File: config.mk
export PLATFORM = sky130hd
export DESIGN_NAME = gpio_in_cond
export DESIGN_NICKNAME = d
export VERILOG_FILES = /design/src/rtl/gpio_in_cond.sv
export SDC_FILE = /design/constraint.sdc
export NUM_CORES = 1
export LEC_CHECK = 0
export ABC_AREA = 1
export CELL_PAD_IN_SITES_DETAIL_PLACEMENT = 0
export CELL_PAD_IN_SITES_GLOBAL_PLACEMENT = 1
export CORE_ASPECT_RATIO = 1.5
export CORE_MARGIN = 2
export CORE_UTILIZATION = 35
export DETAILED_ROUTE_END_ITERATION = 16
export PLACE_DENSITY = 0.74
export REMOVE_ABC_BUFFERS = 1
export SLEW_MARGIN = 20
export SYNTH_ARGS = -nofsm -noshare
export SYNTH_HDL_FRONTEND = slang
export SYNTH_SLANG_ARGS = --single-unit
export TNS_END_PERCENT = 100
File: constraint.sdc
create_clock -name i_clk -period 3.6 [get_ports i_clk]
set_clock_uncertainty 0.05 [all_clocks]
set_input_delay 0.72 -clock i_clk [delete_from_list [all_inputs] [get_ports i_clk]]
set_output_delay 0.72 -clock i_clk [all_outputs]
set_load 0.01 [all_outputs]
File: src/rtl/gpio_in_cond.sv
// rtl/gpio_in_cond.sv - pad input conditioner: sync, debounce, edge latch, IRQ
//
// Purpose: synchronises raw pad inputs, debounces each bit into gpio_in_clean,
// latches enabled rise/fall edges of the clean vector in a write-1-to-clear
// STATUS register and drives a maskable, registered level interrupt.
//
// Ports:
//   i_clk, i_rst_n  clock, asynchronous active-low reset
//   wb_adr[23:0]    word address          wb_cyc, wb_stb, wb_we  bus controls
//   wb_i_dat[15:0]  write data            wb_o_dat[15:0]         read data (comb)
//   wb_ack          = wb_cyc & wb_stb (no wait states)
//   pad_in[N-1:0]   raw asynchronous pad inputs
//   gpio_in_clean   debounced inputs toward the GPIO block
//   o_irq           registered interrupt request, level
//
// Register map (word addresses):
//   0x001014 STATUS R/W1C   0x001015 MASK    RW   0x001016 RISE_EN RW
//   0x001017 FALL_EN RW     0x001018 DB_PERIOD RW 0x001019 CLEAN   RO
module gpio_in_cond #(
  parameter int          N           = 4,
  parameter int          SYNC_STAGES = 2,
  parameter int          DB_W        = 8,
  parameter int unsigned DB_RESET    = 0
) (
  input  logic          i_clk,
  input  logic          i_rst_n,
  input  logic [23:0]   wb_adr,
  input  logic          wb_cyc,
  input  logic          wb_stb,
  input  logic          wb_we,
  input  logic [15:0]   wb_i_dat,
  output logic [15:0]   wb_o_dat,
  output logic          wb_ack,
  input  logic [N-1:0]  pad_in,
  output logic [N-1:0]  gpio_in_clean,
  output logic          o_irq
);

  localparam logic [23:0] ADDR_STATUS  = 24'h001014;
  localparam logic [23:0] ADDR_MASK    = 24'h001015;
  localparam logic [23:0] ADDR_RISE_EN = 24'h001016;
  localparam logic [23:0] ADDR_FALL_EN = 24'h001017;
  localparam logic [23:0] ADDR_DB      = 24'h001018;
  localparam logic [23:0] ADDR_CLEAN   = 24'h001019;

  // ---------------------------------------------------------------------------
  // State
  // ---------------------------------------------------------------------------
  logic [N-1:0]    sync_q [SYNC_STAGES];
  logic [DB_W-1:0] cnt_q  [N];
  logic [DB_W-1:0] cnt_d  [N];
  logic [N-1:0]    clean_q,   clean_d;
  logic [N-1:0]    status_q,  status_d;
  logic [N-1:0]    mask_q,    mask_d;
  logic [N-1:0]    rise_en_q, rise_en_d;
  logic [N-1:0]    fall_en_q, fall_en_d;
  logic [DB_W-1:0] db_period_q, db_period_d;
  logic            irq_q,     irq_d;

  // ---------------------------------------------------------------------------
  // Bus decode
  // ---------------------------------------------------------------------------
  logic bus_sel;
  logic bus_wr;
  logic unused_wdat;

  assign bus_sel = wb_cyc & wb_stb;
  assign bus_wr  = bus_sel & wb_we;
  assign wb_ack  = bus_sel;

  // Upper write-data bits beyond N / DB_W have no destination.
  assign unused_wdat = ^wb_i_dat;

  // ---------------------------------------------------------------------------
  // Debounce and edge detection
  // ---------------------------------------------------------------------------
  logic [N-1:0] s;
  logic [N-1:0] rise;
  logic [N-1:0] fall;

  assign s = sync_q[SYNC_STAGES-1];

  always_comb begin
    clean_d = clean_q;
    rise    = '0;
    fall    = '0;
    for (int i = 0; i < N; i++) begin
      cnt_d[i] = '0;
      if (s[i] != clean_q[i]) begin
        // >= (not ==) so that shrinking DB_PERIOD below a running count
        // still resolves on the next mismatching cycle.
        if (cnt_q[i] >= db_period_q) begin
          clean_d[i] = s[i];
          rise[i]    = s[i];
          fall[i]    = ~s[i];
        end else begin
          cnt_d[i] = cnt_q[i] + 1'b1;
        end
      end
    end
  end

  // ---------------------------------------------------------------------------
  // Register next-state
  // ---------------------------------------------------------------------------
  logic [N-1:0] status_set;
  logic [N-1:0] status_clr;

  always_comb begin
    status_set = (rise & rise_en_q) | (fall & fall_en_q);
    status_clr = (bus_wr && wb_adr == ADDR_STATUS) ? wb_i_dat[N-1:0] : '0;
    // A new edge in the same cycle as its clear keeps the bit set.
    status_d   = (status_q & ~status_clr) | status_set;

    mask_d      = (bus_wr && wb_adr == ADDR_MASK)    ? wb_i_dat[N-1:0]    : mask_q;
    rise_en_d   = (bus_wr && wb_adr == ADDR_RISE_EN) ? wb_i_dat[N-1:0]    : rise_en_q;
    fall_en_d   = (bus_wr && wb_adr == ADDR_FALL_EN) ? wb_i_dat[N-1:0]    : fall_en_q;
    db_period_d = (bus_wr && wb_adr == ADDR_DB)      ? wb_i_dat[DB_W-1:0] : db_period_q;

    irq_d = |(status_q & mask_q);
  end

  // ---------------------------------------------------------------------------
  // Sequential state
  // ---------------------------------------------------------------------------
  always_ff @(posedge i_clk or negedge i_rst_n) begin
    if (!i_rst_n) begin
      for (int k = 0; k < SYNC_STAGES; k++) sync_q[k] <= '0;
      for (int i = 0; i < N; i++) cnt_q[i] <= '0;
      clean_q     <= '0;
      status_q    <= '0;
      mask_q      <= '0;
      rise_en_q   <= '0;
      fall_en_q   <= '0;
      db_period_q <= DB_W'(DB_RESET);
      irq_q       <= 1'b0;
    end else begin
      sync_q[0] <= pad_in;
      for (int k = 1; k < SYNC_STAGES; k++) sync_q[k] <= sync_q[k-1];
      for (int i = 0; i < N; i++) cnt_q[i] <= cnt_d[i];
      clean_q     <= clean_d;
      status_q    <= status_d;
      mask_q      <= mask_d;
      rise_en_q   <= rise_en_d;
      fall_en_q   <= fall_en_d;
      db_period_q <= db_period_d;
      irq_q       <= irq_d;
    end
  end

  assign gpio_in_clean = clean_q;
  assign o_irq         = irq_q;

  // ---------------------------------------------------------------------------
  // Read mux (combinational, side-effect free)
  // ---------------------------------------------------------------------------
  always_comb begin
    wb_o_dat = '0;
    case (wb_adr)
      ADDR_STATUS:  wb_o_dat[N-1:0]    = status_q;
      ADDR_MASK:    wb_o_dat[N-1:0]    = mask_q;
      ADDR_RISE_EN: wb_o_dat[N-1:0]    = rise_en_q;
      ADDR_FALL_EN: wb_o_dat[N-1:0]    = fall_en_q;
      ADDR_DB:      wb_o_dat[DB_W-1:0] = db_period_q;
      ADDR_CLEAN:   wb_o_dat[N-1:0]    = clean_q;
      default:      wb_o_dat           = '0;
    endcase
  end

endmodule
* After elaboration in Yosys (flattened, before gate mapping)
Index checks and enable logic that the tools add are counted.
W data, S select, Z words.
** Operators by class
- Add/sub/neg operators :: 4
- Order comparisons :: 4
- Bitwise operators :: 13
- Mux-type cells :: 27
- Reduce and logical (&&, ||, !) cells :: 10
- Equal/unequal tests :: 10
** Operators by type and width (number)
- $eq A24 B13 Y1 const B :: 6
- $mux W8 :: 8
- $add A8 B1 Y8 const B :: 4
- $ge A8 B8 Y1 :: 4
- $pmux W4 S6 :: 1
- $and A4 B4 Y4 :: 4
- $mux W1 :: 16
- $mux W4 :: 2
- $or A4 B4 Y4 :: 2
- $reduce_and A2 Y1 :: 4
- $logic_and A1 B1 Y1 :: 5
- $ne A1 B1 Y1 :: 4
- $not A1 Y1 :: 4
- $not A4 Y4 :: 1
- $reduce_or A4 Y1 :: 1
- $and A1 B1 Y1 :: 2
** Word-level totals
- Output and inout port bits :: 22
- Logic and storage cells :: 84
- Bits in registers :: 69
- Bits of input ports :: 49

* Logic depth before layout (Yosys ltp)
- Word-level depth :: 7
- Gate-level depth with buffers :: 11
- Depth with buffers taken out :: 11

* Worst setup path before layout
Ideal clock, no wire load.
- Path kind :: input port to output port
- From :: input wb_adr[23]
- To :: output wb_o_dat[0]
- Setup slack :: 1.169 ns
- Arrival :: 1.661 ns
- Path buffers :: 1
- Stages on the path :: 10
- Required time :: 2.830 ns
- Path through :: nor2_1 -> nand2_1 -> nor2_1 -> nand2_2 -> inv_2 -> buf_6 -> nand3_1 -> nand2_1 -> nor2_1 -> nand2_1
** On the way
- Word-level cells in the longest chain between the ends :: 2
- Elaborated cells on any way between the ends :: 7
- Classes of those cells :: 6 x eq/ne; 1 x mux
** RTL lines
- start: declaration :: RTL line 27 : input logic [23:0] wb_adr,
- $eq A24 B13 Y1 :: RTL line 159 : case (wb_adr)
- $pmux W4 S6 (*) :: RTL line 159
- end: declaration :: RTL line 32 : output logic [15:0] wb_o_dat,
Mark *: on every way between the ends. The rest lies on a longest branch, timed or not.

* Final worst setup path
- From :: input wb_adr[5]
- To :: output wb_o_dat[1]
Same word-level chain as after synthesis.

==> summary.txt <==
outcome - complete, no violations
total congestion overflow - 0
crit path DAT - 2.65 ns
Max Clk Rate - 293 MHz
drt wl/cell - 13.4 µm
most frequent cells in the layout - nand2_1, nor2_1, dfrtp_1, inv_1, clkdlybuf4s50_1
Setup Viol. Count Final - 0
Post-synth EDFFs - 0
final wirelength - 9.62 mm
min Tclk post-route - 3.42 ns
worst setup path startpoint - wb_adr[5]
Num CTS Buffers - 9
Clk Latency, worst-skew pair - 0.33 ns
crit-path most repeated cell - nor2_1
CTS root buffer - clkbuf_16
# fillers - 1,129
peak supply drop - 0.000317 V
port bufs - 54
CTS H-Tree Depth - 3
slew margin rel. - 62.5%
commonest non-fill, non-tap cell in the layout - nand2_1
crit-path max FO - 8
slowest cell on the critical path - clkdlybuf4s50_1
# diodes - 0
max-slew violations - 0
clk buf depth - 2
cell area after synthesis - 4100 µm²
final hold vios - 0
largest net degree at the start of global routing - 46
WL met3 - 446 µm
Chip Height - 137 µm
GPL Wtd Cong - 0.780
WP data required - 2.83 ns
nets - 648
kind of critical path - primary input to primary output
vias in the first global route - 3,394
register bit total from synthesis - 69
Final Cycle Share - 94.9%
die width - 92.4 µm
core area - 11,500 µm²
max cap viols - 0
CP Launch Type - primary input
P_leak - 2.63 nW
wl on met1 - 4.00 mm
Initial DRC Count - 132
DRC viols - 0
synth-to-layout area growth - 25.2%
actual slew at the worst max-slew pin - 0.563 ns
clock sinks - 69
register area - 1730 µm²
first-pass GRT wire length - 16.3 mm
Core Util, Final - 44.8%
ys flop type - dfrtp_1
warnings from Yosys - 0
Reg-to-Reg Start - db_period_q[5]$_DFFE_PN0P_
row cnt - 48
RSZ-0062 raised after global routing - false
vias - 3,399
R2R depth - 7
Routed met2 length - 4.69 mm
FFs w/ async S/R, synth - 100%
CTS tree - done
top sig layer - met4
Initial Utilization - 35.8%
Hold WC Path Type - register to register
Gate Count Post-Synth - 495
die area - 12,600 µm²
Setup TNS - 0 ns
Worst Hold Depth - 0
critical path endpoint category - primary output
Via-to-Cell Ratio - 4.73
initial antenna violation count - 0
P per Cell Area - 350 nW/µm²
DRT Pass-1 Iters - 4
post-synth top area share - 42.1%
hold_sp - sync_q[6]$_DFF_PN0_
Final ANT Viol Nets - 0
Synth cell types - 36
area taken by multi-input logic gates - 2110 µm²
detailed placement HPWL - 7.31 mm
synth top area cells - dfrtp_1, ha_1, nand2_1
fraction of layout cells with a size suffix above 1 - 8.80%
crit-path cells - clkdlybuf4s50_1 > nor2_1 > nand3b_4 > nor2_1 > nand3_1 > nand2_1 > nor2_1 > nand2_1 > clkdlybuf4s50_1
Slowest Stage Delay on Critical Path - 0.53 ns
Avg Cell Area, Syn - 8.29 µm²
clk slew on worst S/H paths - 0.05 ns
I/O pin total - 71
total track usage - 16.7%
Yosys top cell by area - dfrtp_1
sequential share of the synthesized area - 42.1%
[layout make-up]
cell class | instances | share of cell area [%]
Multi-Input combinational cell | 362 | 41.1
Sequential cell | 69 | 33.6
Timing Repair Buffer | 61 | 11.6
Clock buffer | 11 | 4.72
Inverter | 60 | 4.38
Tap cell | 150 | 3.65
Clock inverter | 5 | 0.974
[per-stage QoR]
| step | power [W] | instances | hold WS (ns) | instance area, µm² | setup slack (ns) |
|---|---|---|---|---|---|
| after floorplan | 0.000870 | 491 | 0.281 | 4040 | 1.18 |
| after global placement | 0.000946 | 701 | 0.282 | 4810 | 0.128 |
| after detailed placement | 0.000950 | 701 | 0.289 | 4810 | 0.0862 |
| after CTS | 0.00184 | 717 | 0.302 | 5100 | 0.0830 |
| after global routing | 0.00188 | 718 | 0.304 | 5140 | 0.00389 |
| final | 0.00180 | 718 | 0.298 | 5140 | 0.184 |
[report_power, final]
part	switching, W	internal, W
Sequential	0.0000135	0.000792
Clock	0.000313	0.000550
Combinational	0.0000655	0.0000641
Total	0.000392	0.00141
[logic make-up (layout without fill, tap and decap cells)]
group / after synthesis / count (layout) / synth area share [%]
compound gates: 52 / 52 / 7.26
xor+xnor: 20 / 20 / 4.27
fa+ha+maj: 36 / 36 / 11.0
buf+inv: 71 / 137 / 7.68
flops: 69 / 69 / 42.1
other cells: 1 / 8 / 0.0914
simple gates: 246 / 246 / 27.7
[registers in the layout, indices dropped and copies added, names as in the netlist]
name,cells
cnt_q,32
db_period_q,8
fall_en_q,4
gpio_in_clean,4
mask_q,4
o_irq,1
rise_en_q,4
s,4
status_q,4
sync_q,4
[worst max-delay path: cells and delay by family]
family / cells / cell delay (ns)
simple gates: 7 / 1.01
buf+inv: 2 / 0.93
[path summary, 6_finish.rpt]
check / end / slack (ns)
max in group asynchronous: cnt_q[29]$_DFF_PN0_ / 2.19
min in group asynchronous: cnt_q[0]$_DFF_PN0_ / 0.33
max reg2reg: cnt_q[13]$_DFF_PN0_ / 1.59
min: s[2]$_DFF_PN0_ / 0.30
max: wb_o_dat[1] / 0.18
min reg2reg: s[2]$_DFF_PN0_ / 0.30
[synthesized netlist by cell type (2+ instances only)]
master    count
o21ai_0      20
o22ai_1       3
nand4_1       6
a21oi_1      20
o31a_1        3
inv_1        59
nor3_1       23
nand2_2       4
o21ai_2       2
xor2_1       10
xnor2_1      10
ha_1         36
nand3_1      34
dfrtp_1      69
a31o_2        3
nand3b_1      3
buf_4         8
or2_2         3
nand2_1      91
nor2_1       71
nor2_4        2
[metal layers]
layer | vias to the layer above | global-route usage, %
li1 | 1738 | -
met3 | 26 | 3.30
met4 | 0 | 9.87
met1 | 1544 | 19.5
met2 | 91 | 28.3
met5 | - | 0
[timing repair]
action / in CTS / in global routing
gates resized for setup: 0 / 9
setup buffers: 0 / 1
hold buffers: 0 / 0
endpoints found under the setup margin: 0 / 8
Note: power is estimated with default switching activity, not from simulation.
==> RTL edit (same flow settings) <==
Reset style: synchronous (`i_rst_n`), changed in one clocked block. Comments in the files are not updated.
--- a/src/rtl/gpio_in_cond.sv
+++ b/src/rtl/gpio_in_cond.sv
@@ -124,5 +124,5 @@
   // Sequential state
   // ---------------------------------------------------------------------------
-  always_ff @(posedge i_clk or negedge i_rst_n) begin
+  always_ff @(posedge i_clk) begin
     if (!i_rst_n) begin
       for (int k = 0; k < SYNC_STAGES; k++) sync_q[k] <= '0;
Formal check against the unedited RTL: differs if i_rst_n is asserted again (counterexample within 4 cycles, from zero or initial values and one cycle with i_rst_n low); with i_rst_n held inactive, the same outputs for 10 cycles.
==> RTL edit against the original RTL <==
Routed wire length decreased by 0.78%; cell area decreased by 2.4%; sequential share of layout area fell by 6.1 points; total power down 4.2%; non-clock buffer count is 3 higher; setup slack better by 0.090 ns; cell count increased by 9.7%; area after synthesis down 3.4%; sequential cell count unchanged; clock power fell by 1%.
==> RTL edit: results (changes against the original RTL) <==
FF-to-FF Start - db_period_q[3]
first-pass GRT wire length - 16040 um (-1.7%)
async set or reset register ratio after synthesis - 0 (-1.000)
top post-synthesis cells by count - 133 x nor2_1, 110 x nand2_1, 69 x dfxtp_1, 68 x inv_1, 39 x nand3_1
CP delay by family, top - buffers and inverters
vias per std cell - 4.524 (-4.4%)
GRT Total Usage - 0.1686 (+0.001845)
met1 usage - 0.1755 (-0.01908)
GR Layer Usage met2 - 0.3177 (+0.03505)
sw power - 371.3 uW (-5.4%)
WL final - 9544 um (-0.78%)
sequential fraction of the synthesis area - 0.3483 (-0.07247)
met2 wire len - 5090 um (+8.6%)
fillcell total - 1171 (+3.7%)
Distinct cells, synth - 31 (-14%)
Min-Delay Startpoint - sync_q[0][2]
CP max FO - 6 (-2)
status - completed
number of global-route vias before repair - 3462 (+2.0%)
Area contributors post-synth - dfxtp_1 35%, nor2_1 13%, ha_1 11%
largest registers - cnt_q x32, db_period_q x8, sync_q x8
r2r worst-path depth - 11 (+4)
leakage - 2.275 nW (-13%)
Fmax - 0.3006 GHz (+2.7%)
Met1 Wirelength - 3863 um (-3.3%)
[RTL edit: cell type report]
cell class / instances / area [um^2] / area share
multi-input combinational: 423 / 2280 / 0.4546
clock inverter: 5 / 52.55 / 0.01048
tap: 147 / 183.9 / 0.03668
sequential: 69 / 1381 / 0.2754
timing repair buffer: 64 / 625.6 / 0.1248
clock buffer: 10 / 229.0 / 0.04566
inverter: 70 / 262.8 / 0.05240
[RTL edit: logic make-up after synthesis]
kind of cell               after synthesis  share of synthesized area
and+or+nand+nor                        316                     0.3454
AOI/OAI and AO/OA                       39                    0.05331
xor gates and xnor gates                24                    0.05300
buffers and inverters                   82                    0.08549
adders and majority gates               36                     0.1136
DFF                                     69                     0.3483
other                                    1                  0.0009455
[RTL edit: stage by stage]
stage | instances | hold WS, ns | cell area (um^2) | total power, mW
after floorplan | 562 | 0.3400 | 3916 | 0.8211
after detailed placement | 772 | 0.3470 | 4708 | 0.8870
after CTS | 787 | 0.3602 | 4990 | 1.741
after global routing | 788 | 0.3782 | 5015 | 1.789
final | 788 | 0.3591 | 5015 | 1.721
after global placement | 772 | 0.3419 | 4708 | 0.8862
[RTL edit: power by group through the flow]
| stage | registers [mW] | clock network [mW] | logic [mW] |
|---|---|---|---|
| final | 0.773 | 0.851 | 0.0975 |
| after detailed placement | 0.789 | 0 | 0.0980 |
| after CTS | 0.772 | 0.870 | 0.0982 |
| after floorplan | 0.789 | 0 | 0.0324 |
| after global routing | 0.773 | 0.909 | 0.108 |
| after global placement | 0.789 | 0 | 0.0973 |
[RTL edit: timing repair]
| action | 4_1_cts | 5_1_grt |
|---|---|---|
| endpoints found under the setup margin | 0 | 4 |
| buffers inserted | 0 | 1 |
| resized for setup | 0 | 6 |
